`config.mk`:
```
export PLATFORM = sky130hd
export DESIGN_NAME = pkt_egress_scheduler
export DESIGN_NICKNAME = d
export VERILOG_FILES = /design/src/rtl/pkt_egress_scheduler.sv
export SDC_FILE = /design/constraint.sdc
export NUM_CORES = 1
export LEC_CHECK = 0
export ABC_AREA = 1
export CORE_ASPECT_RATIO = 1.1
export CORE_UTILIZATION = 30
export DETAILED_ROUTE_END_ITERATION = 8
export GPL_ROUTABILITY_DRIVEN = 0
export PLACE_DENSITY_LB_ADDON = 0.15
export SKIP_CTS_REPAIR_TIMING = 1
export SLEW_MARGIN = 20
export SYNTH_ARGS = -nofsm -noshare
export SYNTH_HDL_FRONTEND = slang
export SYNTH_SLANG_ARGS = --single-unit
```
`constraint.sdc`:
```
create_clock -name iclk -period 1.7 [get_ports iclk]
set_input_delay 0.255 -clock iclk [delete_from_list [all_inputs] [get_ports iclk]]
set_output_delay 0.255 -clock iclk [all_outputs]
set_load 0.01 [all_outputs]
```
`src/rtl/pkt_egress_scheduler.sv`:
```
// Packet-granular round-robin egress scheduler: drains per-port packet buffers onto one byte stream.
// Optional statistics counters are enabled with the PKT_EGRESS_STATS_EN macro.
module pkt_egress_scheduler #(
   parameter int pNUM_PORTS         = 4,
   parameter int pDATA_WIDTH        = 8,
   parameter int pMIN_PACKET_LENGHT = 64,
   parameter int pMAX_PACKET_LENGHT = 1536,
   parameter int pLEN_WIDTH         = $clog2(pMAX_PACKET_LENGHT) + 1,
   parameter int pIFG_CYCLES        = 12
) (
   input  logic                              iclk,
   input  logic                              i_rst,
   input  logic [pNUM_PORTS-1:0]             ipkt_avail,
   input  logic [pNUM_PORTS*pLEN_WIDTH-1:0]  ilen,
   input  logic [pNUM_PORTS*pDATA_WIDTH-1:0] ird_data,
   output logic [pNUM_PORTS-1:0]             olen_pop,
   output logic [pNUM_PORTS-1:0]             ord_en,
   output logic                              otx_dv,
   output logic [pDATA_WIDTH-1:0]            otx_d,
   output logic                              otx_last,
   output logic [$clog2(pNUM_PORTS)-1:0]     otx_port,
   output logic                              obusy,
   output logic                              olen_err,
   output logic [1:0]                        odbg_state
`ifdef PKT_EGRESS_STATS_EN
   ,
   output logic [31:0]                       otx_pkt_cnt,
   output logic [15:0]                       odrop_cnt
`endif
);

   localparam int lpPORT_W = $clog2(pNUM_PORTS);
   localparam int lpGAP_W  = $clog2(pIFG_CYCLES + 2);
   localparam logic [pLEN_WIDTH-1:0] lpMIN_LEN = pLEN_WIDTH'(pMIN_PACKET_LENGHT);
   localparam logic [pLEN_WIDTH-1:0] lpMAX_LEN = pLEN_WIDTH'(pMAX_PACKET_LENGHT);
   localparam logic [pLEN_WIDTH-1:0] lpLEN_ONE = pLEN_WIDTH'(1);
   // The extra gap cycle after READ covers the byte still in the output register.
   localparam logic [lpGAP_W-1:0]    lpGAP_TX   = lpGAP_W'(pIFG_CYCLES + 1);
   localparam logic [lpGAP_W-1:0]    lpGAP_ZERO = lpGAP_W'(pIFG_CYCLES);
   localparam logic [lpGAP_W-1:0]    lpGAP_ONE  = lpGAP_W'(1);

   typedef enum logic [1:0] {
      ST_IDLE  = 2'd0,
      ST_GRANT = 2'd1,
      ST_READ  = 2'd2,
      ST_GAP   = 2'd3
   } state_t;

   state_t                  state_q, state_d;
   logic [lpPORT_W-1:0]     port_q, port_d;
   logic [lpPORT_W-1:0]     last_q, last_d;
   logic [pLEN_WIDTH-1:0]   cnt_q, cnt_d;
   logic [lpGAP_W-1:0]      gap_q, gap_d;
   logic                    discard_q, discard_d;
   logic                    tx_dv_q, tx_dv_d;
   logic                    tx_last_q, tx_last_d;

   logic [lpPORT_W-1:0]     winner;
   logic [lpPORT_W-1:0]     arb_sel;
   logic [pLEN_WIDTH-1:0]   head_len;
   logic                    len_legal;

   // Rotating priority: the lowest offset above the last grant wins.
   always_comb begin
      winner  = last_q;
      arb_sel = '0;
      for (int i = pNUM_PORTS; i >= 1; i--) begin
         arb_sel = lpPORT_W'((int'(last_q) + i) % pNUM_PORTS);
         if (ipkt_avail[arb_sel]) begin
            winner = arb_sel;
         end
      end
   end

   assign head_len  = ilen[int'(port_q)*pLEN_WIDTH +: pLEN_WIDTH];
   assign len_legal = (head_len >= lpMIN_LEN) && (head_len <= lpMAX_LEN);

   always_comb begin
      state_d   = state_q;
      port_d    = port_q;
      last_d    = last_q;
      cnt_d     = cnt_q;
      gap_d     = gap_q;
      discard_d = discard_q;
      olen_pop  = '0;
      ord_en    = '0;
      olen_err  = 1'b0;
      case (state_q)
         ST_IDLE: begin
            if (|ipkt_avail) begin
               state_d = ST_GRANT;
               port_d  = winner;
               last_d  = winner;
            end
         end
         ST_GRANT: begin
            olen_pop[port_q] = 1'b1;
            cnt_d            = head_len;
            discard_d        = ~len_legal;
            olen_err         = ~len_legal;
            if (head_len == '0) begin
               gap_d   = lpGAP_ZERO;
               state_d = ST_GAP;
            end else begin
               state_d = ST_READ;
            end
         end
         ST_READ: begin
            ord_en[port_q] = 1'b1;
            if (cnt_q != '0) begin
               cnt_d = cnt_q - lpLEN_ONE;
            end
            if (cnt_q == lpLEN_ONE) begin
               gap_d   = lpGAP_TX;
               state_d = ST_GAP;
            end
         end
         ST_GAP: begin
            if (gap_q <= lpGAP_ONE) begin
               gap_d   = '0;
               state_d = ST_IDLE;
            end else begin
               gap_d = gap_q - lpGAP_ONE;
            end
         end
         default: state_d = ST_IDLE;
      endcase
   end

   assign tx_dv_d   = (state_q == ST_READ) && !discard_q;
   assign tx_last_d = (state_q == ST_READ) && (cnt_q == lpLEN_ONE) && !discard_q;

   always_ff @(posedge iclk or posedge i_rst) begin
      if (i_rst) begin
         state_q   <= ST_IDLE;
         port_q    <= '0;
         last_q    <= lpPORT_W'(pNUM_PORTS - 1);
         cnt_q     <= '0;
         gap_q     <= '0;
         discard_q <= 1'b0;
         tx_dv_q   <= 1'b0;
         tx_last_q <= 1'b0;
      end else begin
         state_q   <= state_d;
         port_q    <= port_d;
         last_q    <= last_d;
         cnt_q     <= cnt_d;
         gap_q     <= gap_d;
         discard_q <= discard_d;
         tx_dv_q   <= tx_dv_d;
         tx_last_q <= tx_last_d;
      end
   end

   // RAM data arrives one cycle after ord_en, aligned with the registered dv.
   assign otx_d      = tx_dv_q ? ird_data[int'(port_q)*pDATA_WIDTH +: pDATA_WIDTH] : '0;
   assign otx_dv     = tx_dv_q;
   assign otx_last   = tx_last_q;
   assign otx_port   = port_q;
   assign obusy      = (state_q != ST_IDLE);
   assign odbg_state = state_q;

`ifdef PKT_EGRESS_STATS_EN
   logic [31:0] pkt_cnt_q, pkt_cnt_d;
   logic [15:0] drop_cnt_q, drop_cnt_d;

   always_comb begin
      pkt_cnt_d  = pkt_cnt_q;
      drop_cnt_d = drop_cnt_q;
      if (tx_last_q) begin
         pkt_cnt_d = pkt_cnt_q + 32'd1;
      end
      if (olen_err && (drop_cnt_q != 16'hFFFF)) begin
         drop_cnt_d = drop_cnt_q + 16'd1;
      end
   end

   always_ff @(posedge iclk or posedge i_rst) begin
      if (i_rst) begin
         pkt_cnt_q  <= '0;
         drop_cnt_q <= '0;
      end else begin
         pkt_cnt_q  <= pkt_cnt_d;
         drop_cnt_q <= drop_cnt_d;
      end
   end

   assign otx_pkt_cnt = pkt_cnt_q;
   assign odrop_cnt   = drop_cnt_q;
`else
   // Statistics counters are absent in this build.
`endif

endmodule

```
==> out/qor.csv, run 1 <==
metric,value,unit
die_h,95.14,um
synth_area,2366,um^2
first_pass_iters,4,
synth_top_cells_by_area,"dfrtp_1 (24%), nand2_1 (18%), nand3_1 (13%), nor2_1 (7.5%), o21ai_0 (6.8%)",
syn-mean-instance-area,6.051,um^2
switchingPower,455.7,uW
routed_wirelength,9226,um
max_stage_delay,470,ps
synthCells,391,
worstMarginPinSlew,348.9,ps
drt-met1-wl,3699,um
p_seq_share,39.2,%
synth_area_leader_cell,dfrtp_1,
vias_per_cell,4.916,
cts_buffer_depth,2,
violations,negative setup slack,
post-route-min-period,2148,ps
via_count,3210,
drive_gt1_share,26.09,%
status,finished with violations,
internal-power,1.100,mW
hold_class,input port to asynchronous set/reset pin,
arrival,1890,ps
detailed_place_hpwl,6988,um
drc,0,
p_per_area,371.6,nW/um^2
htreeDepth,1,
crit_slowest_cell,dfrtp_2,
grt_max_degree,26,
n_antenna_cell,0,
max_cap_violations,0,
peakVddDrop,241.5,uV
fin_tns_setup,-2965,ps
setup_viol,18,
post_dp_cell_area,3894,um^2
p_leak,1.993,nW
grtUsageTotal,21.27,%
relSlewSlack,76.74,%
antenna_found_initial,0,
grt_pass1_wl,13880,um
die_w,86.68,um
cts_root_buf,clkbuf_8,
synth_sequential_area_ratio,26.55,%
critical_path_class,flop to primary output,
whs,322.7,ps
start_util,31.31,%
met3_length,680,um
sw_frac_of_total,29.30,%
combPwrFrac,36.4,%
fin_cells,653,
clk_latency,280,ps
required,1440,ps
ys_ff_latch,25,
setup_ws,-448.2,ps
crit_fanout,5,
finalHoldViolations,0,
wire_per_inst,14.13,um
fin_skew,12.90,ps
layout.nets,644,
drt_iter0_drc,103,
finalMaxSlewViolations,0,
first_global_vias,2938,
synth.distinct_cells,28,
clock-sinks,25,
fin_area,4187,um^2
pin_count,110,
coreArea,7556,um^2
fmax,465.5,MHz
die-area,8246,um^2
clk_pin_slew,100,ps
num_rows,33,
yosys.area.top_type_share,24.33,%
pwr-share-clk,24.4,%
cts_buffers,3,
grt_overflow,0,
cts_tree,done,
cp_cell_sequence,"buf_6, buf_6, nor2_4, nand2_2, nand2_2, nor2_4, nand3_2, nor2_4, nand2_1, nand2_1, nand2_1, nand2_2, inv_2, buf_6",
end_kind,primary output,
drtAntennaViolNets,0,
ys_warn_count,0,
rsz0062_at_grt,true,
period_share,126.4,%
top_layer,met4,
area_delta_synth_final,76.94,%
dr_wl_met2,4715,um
io_buffer_count,109,
syn_nets,486,
setup.worst_path.start_class,flop,
fin_util,55.41,%
dp.cells,638,
synth_stat cells:
| cell type | instances |
|---|---|
| a22oi_1 | 9 |
| nor4_1 | 1 |
| a31oi_1 | 9 |
| nor2_2 | 2 |
| buf_2 | 8 |
| nor3_1 | 3 |
| o21ai_2 | 1 |
| xnor2_1 | 2 |
| clkbuf_1 | 7 |
| nor2_1 | 47 |
| inv_1 | 35 |
| o211ai_1 | 5 |
| dfstp_2 | 2 |
| o21bai_1 | 1 |
| nand3_1 | 62 |
| buf_6 | 1 |
| nand4_1 | 1 |
| dfrtp_1 | 23 |
| inv_2 | 4 |
| nand2_2 | 1 |
| ha_1 | 9 |
| a21oi_1 | 7 |
| o21ai_0 | 32 |
| nand2_4 | 2 |
| o22ai_1 | 1 |
| xor2_1 | 2 |
| nand2_1 | 113 |
| buf_4 | 1 |
cell usage in the layout (no fill, tap or decap), types with 8 or more instances in the layout:
| cell type | synthesis | layout |
|---|---|---|
| dfrtp_1 | 23 | 21 |
| nand3_1 | 62 | 56 |
| inv_2 | 4 | 8 |
| clkbuf_2 | 0 | 10 |
| buf_6 | 1 | 9 |
| inv_1 | 35 | 29 |
| a31oi_1 | 9 | 9 |
| clkdlybuf4s50_1 | 0 | 89 |
| buf_4 | 1 | 51 |
| nand2_1 | 113 | 98 |
| a22oi_1 | 9 | 9 |
| o21ai_0 | 32 | 28 |
| nor2_2 | 2 | 16 |
| nand2_2 | 1 | 15 |
| nor2_1 | 47 | 27 |
layer usage:
metal / vias up / GRT usage (%)
li1: 1599 / -
met1: 1472 / 24.06
met2: 128 / 41.53
met3: 11 / 2.857
met4: 0 / 5.556
met5: - / 0
metrics by stage:
stage | power (mW) | setup WS, ps
after CTS | 1.509 | -973.9
after floorplan | 0.7932 | -38.14
after global placement | 1.126 | -667.1
after global routing | 1.638 | -559.5
after detailed placement | 1.129 | -659.4
final | 1.556 | -448.2
sequential cells by signal, summed over array words and instances, names as in the netlist:
register    count
cnt_q          12
discard_q       1
gap_q           4
last_q          2
odbg_state      2
otx_dv          1
otx_last        1
otx_port        2
worst paths after layout:
check	from	endpoint	slack, ps	depth (start not counted)
max	otx_port[1]$_DFFE_PP0P_	olen_err	-450	14
min	i_rst	odbg_state[0]$_DFFE_PP0P_	320	3
max reg2reg	otx_port[0]$_DFFE_PP0P_	gap_q[2]$_DFFE_PP0P_	-100	14
min reg2reg	discard_q$_DFFE_PP0P_	otx_dv$_DFF_PP0_	470	1
max in group asynchronous	i_rst	last_q[1]$_DFFE_PP1P_	1060	3
min in group iclk	discard_q$_DFFE_PP0P_	otx_dv$_DFF_PP0_	470	1
kinds of logic (layout without fill, tap and decap cells):
logic type / Yosys count / in the layout / share of synthesized area (%)
flops: 25 / 25 / 26.55
xor+xnor: 4 / 4 / 1.481
fa+ha+maj: 9 / 9 / 4.759
buf+inv: 56 / 213 / 9.784
compound gates: 65 / 65 / 16.02
simple gates: 232 / 232 / 41.41
power groups by stage:
stage	clock network [mW]	logic [mW]	registers [mW]
final	0.379	0.567	0.610
after global routing	0.415	0.612	0.611
after CTS	0.388	0.514	0.607
after detailed placement	0	0.511	0.618
after global placement	0	0.508	0.618
after floorplan	0	0.177	0.616
critical path, delay by kind of cell, from the launching register on:
family / cells / cell delay (ps)
AND/OR/NAND/NOR: 10 / 770
flip-flops: 1 / 470
buffers and inverters: 4 / 390
area by class of cell:
| type | instances | area, um^2 |
|---|---|---|
| fill | 778 | 3369 |
| multi-input combinational | 310 | 1674 |
| timing repair buffer | 170 | 1548 |
| sequential | 25 | 630.6 |
| inverter | 39 | 153.9 |
| tap | 105 | 131.4 |
| clock buffer | 3 | 41.29 |
| clock inverter | 1 | 7.507 |
Note: power is estimated with default switching activity, not from simulation.
==> inputs of run 2 (changes only) <==
- RECOVER_POWER: not set -> 25
- SLEW_MARGIN: 20 -> not set
==> run 2 against run 1 <==
Effect of this change:
- the run still ends with negative setup slack left
- design area about the same
- sequential cell count is the same
- critical path depth is the same
- first-iteration DRC count is the same
- count of clock-buffer cells in the layout did not move
- global-route usage did not move
- combinational power barely moved
- utilization barely moved
- hold slack better by 150 ps
- clock skew barely moved
- clock power hardly changed
- total power barely moved
==> out/qor.csv, run 2 (same netlist as run 1, synthesis figures left out) <==
metric,value,unit
max_cap_violations,0,
critical_path_class,flop to primary output,
setup_ws,-448.2,ps
layout.nets,644,
setup.worst_path.start_class,flop,
fin_cells,653,
crit_fanout,5,
io_buffer_count,109,
n_antenna_cell,0,
clock-sinks,25,
violations,negative setup slack,
clk_pin_slew,100,ps
p_leak,1.993,nW
first_global_vias,2938,
vias_per_cell,4.911,
detailed_place_hpwl,6988,um
hold_class,flop to flop,
largest_register_ffs,12,
pin_count,110,
drive_gt1_share,26.09,%
largestRegisters,"cnt_q: 12 flops, gap_q: 4 flops",
cts_tree,done,
end_kind,primary output,
final-seq-area,630.6,um^2
cp_cell_sequence,"buf_6, buf_6, nor2_4, nand2_2, nand2_2, nor2_4, nand3_2, nor2_4, nand2_1, nand2_1, nand2_1, nand2_2, inv_2, buf_6",
final_common_cell,nand2_1,
cts_buffers,3,
num_rows,33,
post-route-min-period,2148,ps
final_cell_mix,"nand2_1 (98), clkdlybuf4s50_1 (88), nand3_1 (56)",
largest_register,cnt_q,
period_share,126.4,%
grtUsageTotal,21.27,%
arrival,1890,ps
antenna_found_initial,0,
die_w,86.68,um
via_count,3207,
cp_num_buf_inv,4,
htreeDepth,1,
rsz0062_at_grt,true,
finalHoldViolations,0,
power.total,1.554,mW
cts_root_buf,clkbuf_8,
required,1440,ps
grt_max_degree,26,
rrSetupSlack,-100,ps
crit_slowest_cell,dfrtp_2,
dp.cells,638,
cp_top_family,simple AND/OR/NAND/NOR gates,
fillerInstances,778,
area_delta_synth_final,76.84,%
grt_overflow,0,
max_stage_delay,470,ps
fin_util,55.37,%
drc,0,
wire_per_inst,14.14,um
coreArea,7556,um^2
die-area,8246,um^2
drtAntennaViolNets,0,
relSlewSlack,54.96,%
multi_input_area,1674,um^2
fmax,465.5,MHz
setup_viol,18,
routed_wirelength,9235,um
clk_latency,280,ps
finalMaxSlewViolations,0,
worstMarginPinSlew,675.6,ps
die_h,95.14,um
start_util,31.31,%
cts_buffer_depth,2,
first_pass_iters,4,
peakVddDrop,241.5,uV
status,finished with violations,
grt_pass1_wl,13880,um
whs,470.7,ps
fin_skew,12.90,ps
p_per_area,371.5,nW/um^2
drt_iter0_drc,103,
pre_cts_slack,-659.4,ps
==> run 2: cell types whose count changed in the layout (fill, tap and decap cells not counted) <==
cell,previous run,this run
clkdlybuf4s50_1,89,88
dlygate4sd3_1,0,1
clkbuf_2,10,11
buf_4,51,50
==> run 2: report_power, final <==
| group | internal (mW) | total [mW] | switching [mW] |
|---|---|---|---|
| sequential | 0.601 | 0.610 | 0.00872 |
| combinational | 0.331 | 0.565 | 0.235 |
| clock | 0.167 | 0.379 | 0.213 |
| total | 1.10 | 1.55 | 0.456 |
==> run 2: final timing paths <==
| path | start | endpoint | cells after the start |
|---|---|---|---|
| setup reg to reg | otx_port[0]$_DFFE_PP0P_ | gap_q[2]$_DFFE_PP0P_ | 14 |
| hold / removal | discard_q$_DFFE_PP0P_ | otx_dv$_DFF_PP0_ | 1 |
| min in group asynchronous | i_rst | odbg_state[0]$_DFFE_PP0P_ | 3 |
| setup / recovery | otx_port[1]$_DFFE_PP0P_ | olen_err | 14 |
| max in group asynchronous | i_rst | otx_port[1]$_DFFE_PP0P_ | 3 |
| hold reg to reg | discard_q$_DFFE_PP0P_ | otx_dv$_DFF_PP0_ | 1 |
==> run 2: area by class of cell <==
class / instances / area share (%)
multi-input cells: 310 / 40.01
repair buffers: 170 / 36.93
flip-flops and latches: 25 / 15.07
inverters: 39 / 3.678
well taps: 105 / 3.140
clock buffers: 3 / 0.9868
clock inverters: 1 / 0.1794
==> run 2: metrics by stage <==
step | area [um^2] | setup TNS, ps
detailed placement | 3894 | -6086
global route | 4184 | -4550
CTS | 3943 | -11600
floorplan | 2370 | -38.14
global placement | 3894 | -5937
finish | 4184 | -2960
==> run 2: metal layers <==
metal  track usage [%]  wire, um  share of wire, %
met2             41.53      4719                51
met5                 0         0                 0
met1             24.06      3704                40
met3             2.857       680               7.4
met4             5.556       131               1.4
==> inputs of run 3 (changes only) <==
- CORE_UTILIZATION: 30 -> 39
- CTS_BUF_LIST: not set -> sky130_fd_sc_hd__clkbuf_4 sky130_fd_sc_hd__clkbuf_8
- clock period: 1.7 -> 1.8 ns (I/O delays scaled with it)
==> run 3 against run 2 <==
Effect of this change:
- the run still ends with negative setup slack left
- via count fell by 1.8%
- critical path depth did not move
- count of clock-buffer cells in the layout rose by 1
- utilization rose by 13 points
- worst setup slack improved by 4.9 ps
==> out/qor.csv, run 3 (same netlist as run 1, synthesis figures left out) <==
metric,value,unit
status,finished with violations,
violations,negative setup slack,
final_cell_mix,"nand2_1 (108), clkdlybuf4s50_1 (93), nand3_1 (61)",
required,1530,ps
grt_overflow,0,
finalHoldViolations,0,
p_per_area,364.7,nW/um^2
n_antenna_cell,0,
cts_tree,done,
num_rows,29,
die_w,76.27,um
drt_iter0_drc,118,
fin_util,68.19,%
io_buffer_count,109,
die-area,6383,um^2
worstMarginPinSlew,638.7,ps
hold_class,flop to flop,
relSlewSlack,57.42,%
detailed_place_hpwl,6479,um
period_share,124.6,%
hold_path_end,otx_dv$_DFF_PP0_,
setup_ws,-443.3,ps
clock-sinks,25,
vias_per_cell,5.139,
top_layer,met4,
post_dp_cell_area,3781,um^2
layout.nets,632,
grt_max_degree,26,
min_from,discard_q$_DFFE_PP0P_,
drive_gt1_share,18.28,%
rr_endpoint,gap_q[0]$_DFFE_PP0P_,
pre_cts_slack,-532.9,ps
cts_root_buf,clkbuf_8,
drc,0,
drt-met1-wl,3499,um
final_common_cell,nand2_1,
fmax,445.8,MHz
largest_register,cnt_q,
cts_buffer_depth,2,
rsz0062_at_grt,true,
htreeDepth,1,
peakVddDrop,410.4,uV
setup_viol,15,
clk_latency,270,ps
power.total,1.444,mW
cts_buffers,3,
max_cap_violations,0,
grt_pass1_wl,13480,um
antenna_found_initial,0,
reg2reg_depth,14,
setup.worst_path.start_class,flop,
drtAntennaViolNets,0,
post-route-min-period,2243,ps
arrival,1970,ps
pin_count,110,
routed_wirelength,8437,um
fillerInstances,531,
fin_area,3959,um^2
largestRegisters,"cnt_q: 12 flops, gap_q: 4 flops",
dr_wl_met2,4350,um
critical_path_class,flop to primary output,
finalMaxSlewViolations,0,
grtUsageTotal,25.86,%
area_delta_synth_final,67.32,%
rrSetupSlack,-40,ps
clk_pin_slew,90,ps
first_global_vias,2850,
via_count,3150,
first_pass_iters,4,
crit_fanout,6,
r2r-start,otx_port[1]$_DFFE_PP0P_,
largest_register_ffs,12,
end_kind,primary output,
start_util,40.75,%
holdPathStages,1,
wire_per_inst,13.76,um
fin_tns_setup,-1983,ps
fin_skew,3.079,ps
p_leak,1.949,nW
coreArea,5806,um^2
die_h,83.69,um
met3_length,430,um
-- run 3: through the flow --
step / hold WS, ps / instances
finish: 474.1 / 613
floorplan: 295.8 / 391
global route: 513.6 / 613
CTS: 354.8 / 604
detailed placement: 465.8 / 600
global placement: 472.6 / 600
-- run 3: worst max path at each step --
stage	from	endpoint	depth (start not counted)
detailed placement	otx_port[0]$_DFFE_PP0P_	olen_err	14
floorplan	otx_port[1]$_DFFE_PP0P_	olen_err	13
CTS	otx_port[0]$_DFFE_PP0P_	olen_err	14
finish	otx_port[1]$_DFFE_PP0P_	olen_err	14
global placement	ilen[14]	olen_err	12
global route	otx_port[1]$_DFFE_PP0P_	olen_err	14
-- run 3: area by class of cell --
cell class	instances	area, um^2	share of cell area (%)
tap	77	96.34	2.434
multi-input combinational	310	1569	39.63
clock buffer	4	48.80	1.233
timing repair buffer	158	1459	36.85
sequential	25	630.6	15.93
inverter	39	155.1	3.919
-- run 3: metal layers --
metal,vias up,global-route usage [%]
li1,1577,-
met1,1454,30.74
met2,107,49.14
met3,12,3.279
met4,0,5.245
met5,-,0
-- run 3: worst max-delay path, stage by stage (launching register included) --
cell,delay (ps)
dfrtp_2,440
clkinvlp_4,110
buf_6,140
buf_6,110
nand3_2,50
nand2_2,60
nor2_2,140
nand3_1,110
nor2_2,130
nand2_1,60
nand2_1,50
nand2_1,60
nand2_1,80
inv_1,40
buf_2,130
-- run 3: power breakdown --
group          switching [mW]  internal [mW]
Sequential            0.00631          0.568
Clock                   0.184          0.174
Combinational           0.205          0.308
Total                   0.395           1.05
